File: config.mk
export PLATFORM = sky130hd
export DESIGN_NAME = id_ex_stage_flat
export DESIGN_NICKNAME = d
export VERILOG_FILES = /design/src/rtl/riscv_pkg.sv /design/src/rtl/id_ex_stage_if.sv /design/src/rtl/forward_unit.sv /design/src/rtl/id_ex_stage.sv /design/src/flat_wrapper.sv
export SDC_FILE = /design/constraint.sdc
export NUM_CORES = 1
export LEC_CHECK = 0
export BUFFER_PORTS_ARGS = -buffer_cell sky130_fd_sc_hd__buf_2
export CAP_MARGIN = 15
export CORE_MARGIN = 2
export CORE_UTILIZATION = 48
export CTS_BUF_LIST = sky130_fd_sc_hd__clkbuf_16
export CTS_CLUSTER_SIZE = 30
export DETAILED_ROUTE_END_ITERATION = 10
export PLACE_DENSITY = 0.93
export SLEW_MARGIN = 20
export SYNTH_ARGS = -nofsm -noshare
export SYNTH_HDL_FRONTEND = slang
export SYNTH_SLANG_ARGS = --single-unit
File: constraint.sdc
create_clock -name clk -period 2 [get_ports clk]
set_input_delay 0.1 -clock clk [delete_from_list [all_inputs] [get_ports clk]]
set_output_delay 0.1 -clock clk [all_outputs]
set_load 0.01 [all_outputs]
File: src/rtl/riscv_pkg.sv
// Shared definitions for the decode->execute boundary.
// Holds the datapath/register-index widths, the ALU operation and
// forwarding-select encodings, the E-stage register bundle, and the
// forwarding-select helper used by forward_unit.
package riscv_pkg;

    localparam int XLEN   = 32;
    localparam int REG_AW = 5;

    typedef enum logic [2:0] {
        ADD = 3'b000,
        SUB = 3'b001,
        AND = 3'b010,
        OR  = 3'b011,
        SLT = 3'b101
    } alu_op_e;

    typedef enum logic [1:0] {
        FWD_RF = 2'b00,
        FWD_W  = 2'b01,
        FWD_M  = 2'b10
    } fwd_sel_e;

    // Everything the E stage latches from D. An all-zero value is the bubble:
    // not valid, no write, ALU op ADD, all indices x0.
    typedef struct packed {
        logic [XLEN-1:0]   rd1;
        logic [XLEN-1:0]   rd2;
        logic [XLEN-1:0]   imm;
        logic [REG_AW-1:0] rs1;
        logic [REG_AW-1:0] rs2;
        logic [REG_AW-1:0] rd;
        alu_op_e           alu_control;
        logic              alu_src;
        logic              reg_write;
        logic              valid;
    } ex_regs_t;

    // The younger producer (M) wins over the older one (W); x0 is hardwired
    // to zero, so a write to it must never be forwarded.
    function automatic fwd_sel_e fwd_select(
        input logic [REG_AW-1:0] rs,
        input logic [REG_AW-1:0] rd_m,
        input logic              we_m,
        input logic [REG_AW-1:0] rd_w,
        input logic              we_w
    );
        if (we_m && (rd_m != '0) && (rd_m == rs))
            return FWD_M;
        else if (we_w && (rd_w != '0) && (rd_w == rs))
            return FWD_W;
        else
            return FWD_RF;
    endfunction

endpackage

File: src/rtl/id_ex_stage_if.sv
// Bundle of every signal crossing the ID/EX stage boundary.
//   master : decode side / hazard unit / later stages (drives D-stage data,
//            StallE/FlushE and the M/W forwarding sources, reads E outputs)
//   slave  : the id_ex_stage register itself
interface id_ex_stage_if
    import riscv_pkg::*;
#(
    parameter int CNT_W = 16
);
    logic              StallE;
    logic              FlushE;
    logic              ValidD;
    logic [XLEN-1:0]   RD1D;
    logic [XLEN-1:0]   RD2D;
    logic [XLEN-1:0]   ImmExtD;
    logic [REG_AW-1:0] Rs1D;
    logic [REG_AW-1:0] Rs2D;
    logic [REG_AW-1:0] RdD;
    alu_op_e           ALUControlD;
    logic              ALUSrcD;
    logic              RegWriteD;

    logic [XLEN-1:0]   ALUResultM;
    logic [REG_AW-1:0] RdM;
    logic              RegWriteM;
    logic [XLEN-1:0]   ResultW;
    logic [REG_AW-1:0] RdW;
    logic              RegWriteW;

    logic [XLEN-1:0]   SrcAE;
    logic [XLEN-1:0]   SrcBE;
    logic [XLEN-1:0]   WriteDataE;
    alu_op_e           ALUControlE;
    logic [REG_AW-1:0] RdE;
    logic [REG_AW-1:0] Rs1E;
    logic [REG_AW-1:0] Rs2E;
    logic              RegWriteE;
    logic              ValidE;
    logic [CNT_W-1:0]  BubbleCnt;

    modport master (
        output StallE, FlushE, ValidD, RD1D, RD2D, ImmExtD, Rs1D, Rs2D, RdD,
               ALUControlD, ALUSrcD, RegWriteD,
               ALUResultM, RdM, RegWriteM, ResultW, RdW, RegWriteW,
        input  SrcAE, SrcBE, WriteDataE, ALUControlE, RdE, Rs1E, Rs2E,
               RegWriteE, ValidE, BubbleCnt
    );

    modport slave (
        input  StallE, FlushE, ValidD, RD1D, RD2D, ImmExtD, Rs1D, Rs2D, RdD,
               ALUControlD, ALUSrcD, RegWriteD,
               ALUResultM, RdM, RegWriteM, ResultW, RdW, RegWriteW,
        output SrcAE, SrcBE, WriteDataE, ALUControlE, RdE, Rs1E, Rs2E,
               RegWriteE, ValidE, BubbleCnt
    );

endinterface

File: src/rtl/forward_unit.sv
// Combinational forwarding-select logic for both ALU source operands.
//   Rs1E, Rs2E           : registered source indices of the E-stage instruction
//   RdM, RegWriteM       : EX/MEM destination and write enable
//   RdW, RegWriteW       : MEM/WB destination and write enable
//   ForwardA, ForwardB   : operand source selects (RF, W or M)
module forward_unit
    import riscv_pkg::*;
(
    input  logic [REG_AW-1:0] Rs1E,
    input  logic [REG_AW-1:0] Rs2E,
    input  logic [REG_AW-1:0] RdM,
    input  logic              RegWriteM,
    input  logic [REG_AW-1:0] RdW,
    input  logic              RegWriteW,
    output fwd_sel_e          ForwardA,
    output fwd_sel_e          ForwardB
);

    always_comb begin
        ForwardA = fwd_select(Rs1E, RdM, RegWriteM, RdW, RegWriteW);
        ForwardB = fwd_select(Rs2E, RdM, RegWriteM, RdW, RegWriteW);
    end

endmodule

File: src/rtl/id_ex_stage.sv
// Decode->execute pipeline register feeding the ALU.
//   clk, reset : clock and synchronous active-high reset
//   bus        : id_ex_stage_if slave port carrying D-stage inputs, hazard
//                controls (StallE/FlushE), M/W forwarding sources and the
//                forwarded E-stage outputs plus the bubble counter
// Parameter CNT_W sets the width of the saturating bubble counter.
module id_ex_stage
    import riscv_pkg::*;
#(
    parameter int CNT_W = 16
)(
    input  logic          clk,
    input  logic          reset,
    id_ex_stage_if.slave  bus
);

    ex_regs_t         ex_q;
    ex_regs_t         ex_d;
    logic [CNT_W-1:0] bubble_cnt;
    fwd_sel_e         forward_a;
    fwd_sel_e         forward_b;
    logic [XLEN-1:0]  src_a;
    logic [XLEN-1:0]  write_data;

    always_comb begin
        ex_d             = '0;
        ex_d.rd1         = bus.RD1D;
        ex_d.rd2         = bus.RD2D;
        ex_d.imm         = bus.ImmExtD;
        ex_d.rs1         = bus.Rs1D;
        ex_d.rs2         = bus.Rs2D;
        ex_d.rd          = bus.RdD;
        ex_d.alu_control = bus.ALUControlD;
        ex_d.alu_src     = bus.ALUSrcD;
        ex_d.reg_write   = bus.RegWriteD;
        ex_d.valid       = bus.ValidD;
    end

    // A flush overrides a simultaneous stall: the hazard unit flushes when the
    // instruction in D must not reach E at all, so holding it would be wrong.
    // The counter only moves on flushes and sticks at all-ones.
    always_ff @(posedge clk) begin
        if (reset) begin
            ex_q       <= '0;
            bubble_cnt <= '0;
        end else if (bus.FlushE) begin
            ex_q <= '0;
            if (bubble_cnt != '1)
                bubble_cnt <= bubble_cnt + 1'b1;
        end else if (!bus.StallE) begin
            ex_q <= ex_d;
        end
    end

    forward_unit u_forward_unit (
        .Rs1E      (ex_q.rs1),
        .Rs2E      (ex_q.rs2),
        .RdM       (bus.RdM),
        .RegWriteM (bus.RegWriteM),
        .RdW       (bus.RdW),
        .RegWriteW (bus.RegWriteW),
        .ForwardA  (forward_a),
        .ForwardB  (forward_b)
    );

    // Forwarding muxes read live M/W values even while stalled, so a producer
    // that moves down the pipe during a stall is still picked up.
    always_comb begin
        case (forward_a)
            FWD_M:   src_a = bus.ALUResultM;
            FWD_W:   src_a = bus.ResultW;
            default: src_a = ex_q.rd1;
        endcase
        case (forward_b)
            FWD_M:   write_data = bus.ALUResultM;
            FWD_W:   write_data = bus.ResultW;
            default: write_data = ex_q.rd2;
        endcase
    end

    assign bus.SrcAE       = src_a;
    assign bus.WriteDataE  = write_data;
    assign bus.SrcBE       = ex_q.alu_src ? ex_q.imm : write_data;
    assign bus.ALUControlE = ex_q.alu_control;
    assign bus.RdE         = ex_q.rd;
    assign bus.Rs1E        = ex_q.rs1;
    assign bus.Rs2E        = ex_q.rs2;
    assign bus.RegWriteE   = ex_q.reg_write;
    assign bus.ValidE      = ex_q.valid;
    assign bus.BubbleCnt   = bubble_cnt;

endmodule

File: src/flat_wrapper.sv
// flat-port wrapper written by rule: the top's interface ports become plain ports
module id_ex_stage_flat import riscv_pkg::*;
#(
    parameter int CNT_W = 16
)
  (clk, reset, bus_StallE, bus_FlushE, bus_ValidD, bus_RD1D, bus_RD2D, bus_ImmExtD, bus_Rs1D, bus_Rs2D, bus_RdD, bus_ALUControlD, bus_ALUSrcD, bus_RegWriteD, bus_ALUResultM, bus_RdM, bus_RegWriteM, bus_ResultW, bus_RdW, bus_RegWriteW, bus_SrcAE, bus_SrcBE, bus_WriteDataE, bus_ALUControlE, bus_RdE, bus_Rs1E, bus_Rs2E, bus_RegWriteE, bus_ValidE, bus_BubbleCnt);
  id_ex_stage_if #(.CNT_W(CNT_W)) bus_i ();
  input  logic clk;
  input  logic reset;
  input wire logic [$bits(bus_i.StallE)-1:0] bus_StallE;
  input wire logic [$bits(bus_i.FlushE)-1:0] bus_FlushE;
  input wire logic [$bits(bus_i.ValidD)-1:0] bus_ValidD;
  input wire logic [$bits(bus_i.RD1D)-1:0] bus_RD1D;
  input wire logic [$bits(bus_i.RD2D)-1:0] bus_RD2D;
  input wire logic [$bits(bus_i.ImmExtD)-1:0] bus_ImmExtD;
  input wire logic [$bits(bus_i.Rs1D)-1:0] bus_Rs1D;
  input wire logic [$bits(bus_i.Rs2D)-1:0] bus_Rs2D;
  input wire logic [$bits(bus_i.RdD)-1:0] bus_RdD;
  input wire logic [$bits(bus_i.ALUControlD)-1:0] bus_ALUControlD;
  input wire logic [$bits(bus_i.ALUSrcD)-1:0] bus_ALUSrcD;
  input wire logic [$bits(bus_i.RegWriteD)-1:0] bus_RegWriteD;
  input wire logic [$bits(bus_i.ALUResultM)-1:0] bus_ALUResultM;
  input wire logic [$bits(bus_i.RdM)-1:0] bus_RdM;
  input wire logic [$bits(bus_i.RegWriteM)-1:0] bus_RegWriteM;
  input wire logic [$bits(bus_i.ResultW)-1:0] bus_ResultW;
  input wire logic [$bits(bus_i.RdW)-1:0] bus_RdW;
  input wire logic [$bits(bus_i.RegWriteW)-1:0] bus_RegWriteW;
  output wire logic [$bits(bus_i.SrcAE)-1:0] bus_SrcAE;
  output wire logic [$bits(bus_i.SrcBE)-1:0] bus_SrcBE;
  output wire logic [$bits(bus_i.WriteDataE)-1:0] bus_WriteDataE;
  output wire logic [$bits(bus_i.ALUControlE)-1:0] bus_ALUControlE;
  output wire logic [$bits(bus_i.RdE)-1:0] bus_RdE;
  output wire logic [$bits(bus_i.Rs1E)-1:0] bus_Rs1E;
  output wire logic [$bits(bus_i.Rs2E)-1:0] bus_Rs2E;
  output wire logic [$bits(bus_i.RegWriteE)-1:0] bus_RegWriteE;
  output wire logic [$bits(bus_i.ValidE)-1:0] bus_ValidE;
  output wire logic [$bits(bus_i.BubbleCnt)-1:0] bus_BubbleCnt;
  assign bus_i.StallE = bus_StallE;
  assign bus_i.FlushE = bus_FlushE;
  assign bus_i.ValidD = bus_ValidD;
  assign bus_i.RD1D = bus_RD1D;
  assign bus_i.RD2D = bus_RD2D;
  assign bus_i.ImmExtD = bus_ImmExtD;
  assign bus_i.Rs1D = bus_Rs1D;
  assign bus_i.Rs2D = bus_Rs2D;
  assign bus_i.RdD = bus_RdD;
  assign bus_i.ALUControlD = bus_ALUControlD;
  assign bus_i.ALUSrcD = bus_ALUSrcD;
  assign bus_i.RegWriteD = bus_RegWriteD;
  assign bus_i.ALUResultM = bus_ALUResultM;
  assign bus_i.RdM = bus_RdM;
  assign bus_i.RegWriteM = bus_RegWriteM;
  assign bus_i.ResultW = bus_ResultW;
  assign bus_i.RdW = bus_RdW;
  assign bus_i.RegWriteW = bus_RegWriteW;
  assign bus_SrcAE = bus_i.SrcAE;
  assign bus_SrcBE = bus_i.SrcBE;
  assign bus_WriteDataE = bus_i.WriteDataE;
  assign bus_ALUControlE = bus_i.ALUControlE;
  assign bus_RdE = bus_i.RdE;
  assign bus_Rs1E = bus_i.Rs1E;
  assign bus_Rs2E = bus_i.Rs2E;
  assign bus_RegWriteE = bus_i.RegWriteE;
  assign bus_ValidE = bus_i.ValidE;
  assign bus_BubbleCnt = bus_i.BubbleCnt;
  id_ex_stage #(.CNT_W(CNT_W)) u_core (.clk(clk), .reset(reset), .bus(bus_i));
endmodule
==> impl_metrics.yaml <==
power:
  power_switching_mw: 2.079
  intPower_mw: 5.427
  ir_worst_vdd_uv: 617.9
  pwr-share-comb: 0.196
  finalPower_mw: 7.506
  cellLeakagePower_nw: 5.441
  sw_frac_of_total: 0.2770
  power_density_mw_per_mm2: 623.3
  power_frac_seq: 0.374
  p_clk_frac: 0.430
routing:
  drtPass1Iterations: 5
  drc: 0
  vias: 8883
  wire_per_inst_um: 22.96
  routed_wirelength_mm: 34.32
  detail-route-antenna-nets: 0
  drtIter0Drc: 999
  drt-vias-per-instance: 5.942
die:
  start_util: 0.4937
  ios: 329
  die_h_um: 126.5
  dieArea_mm2: 0.01600
  core_mm2: 0.01459
  rows: 44
  die_w_um: 126.5
timing:
  drv_slew: 0
  slew_headroom: 0.6923
  fin_ws_ns: -0.5651
  skew_ns: 0.005996
  finalSetupViolCount: 96
  tightest_slew_ns: 0.4580
  hold-worst-slack_ns: 0.05460
  min_period_ns: 2.565
  fmax_ghz: 0.3898
  hold_viol: 0
  period_share: 1.283
  rsz0062_at_grt: "yes"
worst_setup_path:
  regToRegSetupSlack_ns: 0.15
  crit_arrival_ns: 2.47
  crit_fanout: 5
  r2r_start: "u_core.bus.BubbleCnt[1]"
  ff2ff_path_depth: 6
  crit-reg2reg-capture: "u_core.bus.BubbleCnt[0]"
  crit_slowest_cell: "a221oi_1"
  crit_path_end_kind: "primary output"
  crit_family: "buffers and inverters"
  path_buf_inv: 3
  start_kind: "flip-flop"
  slowest_delay_ns: 0.39
  required_ns: 1.90
  critical_path_class: "reg2out"
  path_cells: "xor2_1 > nor3_1 > and4_4 > buf_8 > buf_6 > mux2i_4 > a221oi_1 > buf_2"
yosys:
  synth_compound_area_frac: 0.09659
  avgSynthCellArea_um2: 8.553
  netlist.area_leader.share: 0.3697
  synth_adder_area_share: 0.001737
  synthArstFlopShare: 0
  synth_edf_count: 0
  netlist_top_cells_area: "dfxtp_1 (37%), mux2i_1 (25%), nor2_1 (8.8%)"
  synthMuxAreaShare: 0.2543
  yosys_warnings: 0
  synth_largest_area_cell: "dfxtp_1"
  synth_top_family_by_area: "multiplexers"
  synthXorXnorAreaFrac: 0.03527
  synth_nets: 1040
  syn-cell-area_mm2: 0.007202
  synth-seq-area-share: 0.3697
  synth-main-ff-cell: "dfxtp_1"
  netlist_instances: 842
  ys_ff_latch: 133
  synthSimpleGateAreaFrac: 0.1586
  yosysUniqueCellTypes: 37
grt:
  grt.total_usage: 0.3809
  grt_max_degree: 66
  grt-ovfl-total: 0
  grt_pass1_wl_mm: 47.71
  grt_pass1_vias: 8724
  antenna_found_initial: 4
run_status:
  failed_checks: "setup timing"
  run_status: "finished with violations"
clocking:
  cts_tree: "done"
  htreeDepth: 4
  cts-root-buf: "clkbuf_16"
  cts_sinks: 133
  cts_buffer_depth: 2
  insertion_delay_ns: 0.42
  clk_pin_slew_ns: 0.06
  cts_made_buffers: 17
hold_path:
  worstHoldPathCells: 2
  hp-start: "reset"
  hold_path_class: "in2reg"
  worstHoldEndpoint: "u_core.bus.BubbleCnt[5]"
place:
  port_buffers: 328
  dp_hpwl_mm: 19.67
  gp_congestion: 0.9843
flow_run:
  maxCapViolations: 0
layout:
  syn_to_final_growth_pct: 67.22
  drive_above_1_share: 0.4101
  nets: 1492
  final_core_util: 0.8255
[how the worst max path moves through the flow]
stage | from | endpoint | slack [ns] | cells after the start
floorplan | u_core.bus.BubbleCnt[0] | u_core.bus.BubbleCnt[1] | 0.15 | 6
global placement | bus_RdW[1] | bus_SrcBE[28] | -0.21 | 8
detailed placement | bus_RdW[1] | bus_SrcBE[28] | -0.26 | 8
CTS | u_core.bus.Rs2E[4] | bus_SrcBE[31] | -0.37 | 8
global route | u_core.bus.Rs2E[3] | bus_SrcBE[29] | -0.61 | 8
finish | u_core.bus.Rs2E[3] | bus_SrcBE[29] | -0.57 | 8
[flip-flops by register name (all words and copies together), names as in the netlist]
name and flops:
u_core.bus.Rs2E 5, u_core.bus.RdE 5, u_core.ex_q 97, u_core.bus.ALUControlE 3, u_core.bus.Rs1E 5, u_core.bus.BubbleCnt 16, u_core.bus.RegWriteE 1, u_core.bus.ValidE 1
[routing by layer]
| layer | GRT usage | vias up | wire length, um |
|---|---|---|---|
| met5 | 0 | - | 16 |
| met4 | 0.1926 | 2 | 2078 |
| met3 | 0.1008 | 199 | 3383 |
| met2 | 0.6386 | 699 | 16350 |
| met1 | 0.4492 | 4158 | 12490 |
| li1 | - | 3825 | - |
[synth_stat cells, types with 3 or more instances]
master / number
buf_1: 7
nand2_1: 35
xor2_1: 20
clkbuf_1: 37
a221oi_1: 32
nand4_1: 5
buf_2: 11
nor2_1: 168
nand3_1: 5
buf_12: 3
inv_1: 35
mux2i_1: 183
buf_4: 18
dfxtp_1: 133
xnor2_1: 9
a21oi_1: 35
nor3_1: 42
buf_6: 5
o21ai_0: 35
[cells in the final DEF (no fill, tap or decap), types with 3 or more instances in the layout]
cell / n
a21oi_1: 16
a221oi_1: 14
bufinv_16: 3
a221oi_2: 16
and4_4: 3
mux2i_1: 149
buf_12: 20
nor2_2: 7
nand2_1: 34
inv_6: 4
inv_1: 35
nand3_1: 5
clkinvlp_4: 3
buf_4: 28
dfxtp_2: 4
nand4_1: 5
buf_2: 324
xor2_1: 20
nor3_4: 3
buf_8: 6
clkbuf_16: 17
mux2i_2: 7
nor2_1: 161
xnor2_1: 9
nor3_2: 11
dlygate4sd3_1: 117
a21oi_2: 17
dfxtp_1: 128
o21ai_1: 29
o21ai_2: 3
buf_6: 18
nor3_1: 28
o21ai_0: 4
mux2i_4: 27
diode_2: 4
[cell families (layout without fill, tap and decap cells)]
kind of cell | Yosys count | after routing
multiplexers | 183 | 183
AND/OR/NAND/NOR | 269 | 269
adder cells (fa/ha/maj) | 1 | 1
buffers and inverters | 116 | 581
other | 0 | 4
XOR/XNOR | 29 | 29
AO/OA/AOI/OAI | 111 | 111
flip-flops | 133 | 133
[area by class of cell]
type	instances	area (um2)
multi-input combinational	593	4673
sequential	133	2671
antenna	4	10.01
timing repair buffer	514	3724
clock buffer	17	425.4
tap	184	230.2
clock inverter	15	177.7
fill	770	2546
inverter	35	131.4
[through the flow]
stage	setup slack [ns]	cells	instance area [um2]	setup TNS, ns
detailed placement	-0.2551	1330	9228	-10.39
floorplan	0.1471	842	7202	0
global route	-0.6145	1493	12040	-39.29
CTS	-0.3708	1490	11650	-27.97
global placement	-0.2106	1330	9228	-6.801
finish	-0.5651	1495	12040	-32.21
[what timing repair did]
action	CTS	global route
buffers inserted	11	3
gates cloned	3	0
gates resized for setup	127	78
endpoints found under the setup margin	96	97
pin swaps	33	17
hold endpoints to repair	117	0
hold buffers	117	0
[power groups by stage]
stage | registers [mW] | clock network (mW) | logic [mW]
3_3_place_gp | 2.84 | 0 | 1.04
5_1_grt | 2.81 | 3.36 | 1.54
2_1_floorplan | 2.83 | 0 | 0.538
3_5_place_dp | 2.84 | 0 | 1.06
4_1_cts | 2.79 | 3.22 | 1.32
6_report | 2.81 | 3.23 | 1.47
No activity file was read; power rests on OpenSTA's default activity.
